File: src/rtl/clock_div_pkg.sv
// Shared constants and state encoding for the two-channel clock-divider controller.
package clock_div_pkg;

  localparam int unsigned NUM_CH         = 2;
  localparam int unsigned DEFAULT_WIDTH  = 26;
  localparam int unsigned DEFAULT_HALF_X = 50_000_000;
  localparam int unsigned DEFAULT_HALF_Y = 25_000;

  typedef enum logic [1:0] {
    ST_IDLE  = 2'd0,
    ST_RUN   = 2'd1,
    ST_DRAIN = 2'd2
  } ch_state_e;

endpackage

File: src/rtl/div_channel.sv
// One divider channel: run/drain FSM, half-period counter, and a shadow register
// so that retuning takes effect only on a toggle edge.
module div_channel
  import clock_div_pkg::*;
#(
  parameter int unsigned      WIDTH    = DEFAULT_WIDTH,
  parameter logic [WIDTH-1:0] DEF_HALF = WIDTH'(DEFAULT_HALF_X)
) (
  input  logic             clk,
  input  logic             ar,
  input  logic             start,
  input  logic             stop,
  input  logic             cfg_we,
  input  logic [WIDTH-1:0] cfg_half,
  output logic             out,
  output logic             tick,
  output logic             pending,
  output logic             active
);

  ch_state_e        state, state_n;
  logic [WIDTH-1:0] ctr, ctr_n;
  logic [WIDTH-1:0] half, half_n;
  logic [WIDTH-1:0] shadow, shadow_n;
  logic             out_n, tick_n, pending_n;
  logic [WIDTH-1:0] cfg_clamped;
  logic             hit;

  always_ff @(posedge clk or posedge ar) begin
    if (ar) begin
      state   <= ST_IDLE;
      ctr     <= '0;
      half    <= DEF_HALF;
      shadow  <= '0;
      pending <= 1'b0;
      out     <= 1'b0;
      tick    <= 1'b0;
      active  <= 1'b0;
    end else begin
      state   <= state_n;
      ctr     <= ctr_n;
      half    <= half_n;
      shadow  <= shadow_n;
      pending <= pending_n;
      out     <= out_n;
      tick    <= tick_n;
      active  <= (state_n != ST_IDLE);
    end
  end

  // >= rather than == so an out-of-range counter recovers on the next edge
  assign cfg_clamped = (cfg_half == '0) ? WIDTH'(1) : cfg_half;
  assign hit         = (ctr >= half - WIDTH'(1));

  always_comb begin
    state_n   = state;
    ctr_n     = ctr;
    half_n    = half;
    shadow_n  = shadow;
    pending_n = pending;
    out_n     = out;
    tick_n    = 1'b0;

    if (state == ST_IDLE) begin
      out_n = 1'b0;
      ctr_n = '0;
      // a shadow left over from a stop that raced a config is applied here
      if (pending) begin
        half_n    = shadow;
        pending_n = 1'b0;
      end
      if (start && !stop) state_n = ST_RUN;
    end else begin
      if (hit) begin
        ctr_n  = '0;
        out_n  = ~out;
        tick_n = 1'b1;
        if (pending) begin
          half_n    = shadow;
          pending_n = 1'b0;
        end
      end else begin
        ctr_n = ctr + WIDTH'(1);
      end

      if (state == ST_RUN) begin
        if (stop) begin
          if (!out) begin
            // low phase: stop at once, no toggle even if one was due
            state_n = ST_IDLE;
            ctr_n   = '0;
            out_n   = 1'b0;
            tick_n  = 1'b0;
            half_n    = half;
            pending_n = pending;
          end else begin
            state_n = hit ? ST_IDLE : ST_DRAIN;
          end
        end
      end else begin
        if (start && !stop) state_n = ST_RUN;
        else if (hit)       state_n = ST_IDLE;
      end
    end

    if (cfg_we) begin
      if (state == ST_IDLE) begin
        half_n = cfg_clamped;
      end else begin
        shadow_n  = cfg_clamped;
        pending_n = 1'b1;
      end
    end
  end

endmodule

File: src/rtl/clock_div_ctrl.sv
// Two-channel programmable clock divider: config routing, ready mux and busy flag.
module clock_div_ctrl
  import clock_div_pkg::*;
#(
  parameter int unsigned      WIDTH      = DEFAULT_WIDTH,
  parameter logic [WIDTH-1:0] DEF_HALF_X = WIDTH'(DEFAULT_HALF_X),
  parameter logic [WIDTH-1:0] DEF_HALF_Y = WIDTH'(DEFAULT_HALF_Y)
) (
  input  logic              clk,
  input  logic              ar,
  input  logic              cfg_valid,
  output logic              cfg_ready,
  input  logic              cfg_ch,
  input  logic [WIDTH-1:0]  cfg_half,
  input  logic [NUM_CH-1:0] start,
  input  logic [NUM_CH-1:0] stop,
  output logic              x,
  output logic              y,
  output logic [NUM_CH-1:0] tick,
  output logic [NUM_CH-1:0] pending,
  output logic              busy
);

  logic [NUM_CH-1:0] cfg_we;
  logic [NUM_CH-1:0] out;
  logic [NUM_CH-1:0] active;

  assign cfg_ready = ~pending[cfg_ch];

  for (genvar i = 0; i < NUM_CH; i++) begin : g_ch
    assign cfg_we[i] = cfg_valid && cfg_ready && (cfg_ch == 1'(i));

    div_channel #(
      .WIDTH    (WIDTH),
      .DEF_HALF ((i == 0) ? DEF_HALF_X : DEF_HALF_Y)
    ) u_ch (
      .clk      (clk),
      .ar       (ar),
      .start    (start[i]),
      .stop     (stop[i]),
      .cfg_we   (cfg_we[i]),
      .cfg_half (cfg_half),
      .out      (out[i]),
      .tick     (tick[i]),
      .pending  (pending[i]),
      .active   (active[i])
    );
  end

  assign x    = out[0];
  assign y    = out[1];
  assign busy = |active;

endmodule

File: config.mk
export PLATFORM = sky130hd
export DESIGN_NAME = clock_div_ctrl
export DESIGN_NICKNAME = d
export VERILOG_FILES = /design/src/rtl/clock_div_pkg.sv /design/src/rtl/div_channel.sv /design/src/rtl/clock_div_ctrl.sv
export SDC_FILE = /design/constraint.sdc
export NUM_CORES = 1
export LEC_CHECK = 0
export ABC_CLOCK_PERIOD_IN_PS = 16100
export BUFFER_PORTS_ARGS = -buffer_cell sky130_fd_sc_hd__buf_2
export CORE_ASPECT_RATIO = 1.2
export CORE_UTILIZATION = 40
export DETAILED_ROUTE_END_ITERATION = 10
export PLACE_DENSITY = 0.67
export SETUP_SLACK_MARGIN = 0.1
export SLEW_MARGIN = 20
export SYNTH_ARGS = -nofsm -noshare
export SYNTH_HDL_FRONTEND = slang
export SYNTH_SLANG_ARGS = --single-unit
File: constraint.sdc
create_clock -name clk -period 16.1 [get_ports clk]
set_input_delay 3.22 -clock clk [delete_from_list [all_inputs] [get_ports clk]]
set_output_delay 3.22 -clock clk [all_outputs]
set_load 0.005 [all_outputs]
==> results.yml <==
grt:
  grt_start_max_net_pins: 72
  grt_overflow: 0
  antenna_found_initial: 1
  grt_usage_pct: 19.9
  grt_pass1_vias: 7890
  grt_pass1_wl_mm: 41.3
synthesis:
  synth-seq-area-share_pct: 41.0
  post-synth-top-count-cell: "dfrtp_1"
  synth_seq_cells: 168
  ys_top_cells_by_area: "dfrtp_1, ha_1, mux2i_1"
  synth_commonest_cells: "dfrtp_1, nor2_1, nand2_1"
  yosysWarnings: 0
  syn_avg_cell_area_um2: 9.74
  async_flop_share_pct: 100
  syn_inst: 1058
  synth.largest_area_cell: "dfrtp_1"
  mappedNetlistArea_mm2: 0.0103
  syn_nets: 1154
  synth-edff-count: 0
  synth_top_area_share_pct: 36.4
  synth-main-ff-cell: "dfrtp_1"
  synth_cell_type_count: 66
critical_path:
  crit_required_ps: 12880
  cpPeakStageDelay_ps: 190
  cp_max_fo: 4
  cp_slowest_cell: "mux2i_1"
  path_cells: "buf_2 > mux2i_1 > buf_2"
  arrival_ps: 3660
  cp-start-kind: "input port"
  critPathKind: "input port to output port"
  r2r_slack_ps: 10880
  crit_path_end_kind: "output port"
  cp_common_cell: "buf_2"
layout:
  nets: 1175
  finalNonFillerCells: 1423
  fin_util_pct: 45.1
  fillers: 2371
  drive_above_1_share_pct: 15.0
  synthToLayoutAreaGrowth_pct: 11.0
clock_network:
  root_buffer: "clkbuf_16"
  tritoncts: "built"
  cts_max_path_buffers: 2
  worst_skew_pair.late_latency_ps: 430
  clk_pin_slew_worst_paths_ps: 70
  cts_resized: 0
  cts.sinks: 168
  ctsHoldBuffers: 0
  htreeDepth: 4
  cts_buffers: 17
  cts_setup_buffers: 0
pwr:
  max-vdd-ir-drop_mv: 0.0786
  leakage_nw: 4.77
  power_density_mw_per_mm2: 123
floorplan:
  io_pins: 42
  rows: 64
  start_util_pct: 40.6
  die_area_mm2: 0.0264
  fp.dieH_um: 178
  coreArea_mm2: 0.0254
  die_x_um: 149
timing:
  max_slew.worst_pin.slew_ps: 1010
  rsz0062_at_grt: "no"
  slew_viol_final: 0
  tns_ps: 0
  min_period_ps: 6880
  setup_viol: 0
  finalHoldWorstSlack_ps: 477
  finalCritPeriodShare_pct: 42.7
  max-slew-margin-rel_pct: 32.0
  hold_viol_final: 0
  fmax_mhz: 145
  fin_skew_ps: 7.80
drt:
  vias_per_cell: 5.59
  ant_nets: 0
  totalWireLength_mm: 24.8
  drc: 0
  drtIter0Drc: 486
  first_pass_iters: 5
  vias: 7953
  wl_per_cell_um: 17.4
run:
  cap_violations: 0
placed_design:
  dp_hpwl_mm: 17.6
  port-buffer-count: 41
  dp_cells: 1390
  gp_congestion: 0.850
worst_hold_path:
  hp-class: "register to register"
outcome:
  status: "completed"
==> per-layer routing <==
layer	wire, um	GRT usage (%)
met5	0	0
met4	532	6.49
met3	738	3.29
met2	12600	35.0
met1	10900	24.6
==> cell type report <==
cell class | count | area, um2 | area share, %
multi-input combinational | 816 | 5780 | 50.5
sequential | 168 | 4230 | 37.0
clock buffer | 20 | 437 | 3.82
tap | 330 | 413 | 3.61
timing repair buffer | 50 | 273 | 2.38
clock inverter | 12 | 203 | 1.77
inverter | 26 | 103 | 0.897
antenna | 1 | 2.50 | 0.0219
==> final timing paths <==
check,to,depth (start not counted),start
worst max-delay path,cfg_ready,3,cfg_ch
worst min register to register,g_ch[1].u_ch.half[10],1,g_ch[1].u_ch.shadow[10]
worst min-delay path,g_ch[1].u_ch.half[10],1,g_ch[1].u_ch.shadow[10]
max in group asynchronous,g_ch[0].u_ch.shadow[10],4,ar
worst max register to register,g_ch[1].u_ch.ctr[14],13,g_ch[1].u_ch.half[4]
min in group asynchronous,g_ch[0].u_ch.shadow[8],2,ar
==> metrics by stage <==
step	setup slack [ps]	power, mW	cell area [um2]
after floorplan	8360	0.863	10300
after global placement	9240	0.940	10800
after detailed placement	9220	0.957	10800
after CTS	9210	1.41	11400
after global routing	9200	1.49	11400
final	9220	1.41	11400
==> logic make-up (layout without fill, tap and decap cells) <==
group | Yosys count | count (layout) | share of synthesized area [%]
xor+xnor | 94 | 94 | 7.99
other cells | 0 | 1 | 0
buf+inv | 74 | 108 | 3.12
simple gates | 354 | 354 | 16.6
mux | 108 | 108 | 11.1
fa+ha+maj | 62 | 62 | 7.53
compound gates | 198 | 198 | 12.7
flops | 168 | 168 | 41.0
==> flip-flops by register name, summed over array words and instances, names as in the netlist <==
signal,cells
g_ch.u_ch.ctr,52
g_ch.u_ch.active,2
g_ch.u_ch.shadow,52
g_ch.u_ch.tick,2
g_ch.u_ch.half,52
g_ch.u_ch.pending,2
g_ch.u_ch.state,4
g_ch.u_ch.out,2
==> power breakdown <==
group	total, mW	switching [mW]	internal [mW]
Clock	0.451	0.175	0.276
Combinational	0.321	0.160	0.161
Sequential	0.633	0.109	0.523
==> layout by cell type (no fill, tap or decap), types with 33 or more instances in the layout <==
cell type,count
dfrtp_1,149
nor2_1,113
nand2_1,80
ha_1,62
xnor2_1,61
mux2i_1,58
a21oi_1,55
mux2_2,50
buf_2,41
nand3_1,39
xor2_1,33
==> worst max-delay path: cells and delay by family <==
family	cells	cell delay, ps
buf+inv	2	250
mux	1	190
No activity file was read; power rests on OpenSTA's default activity.
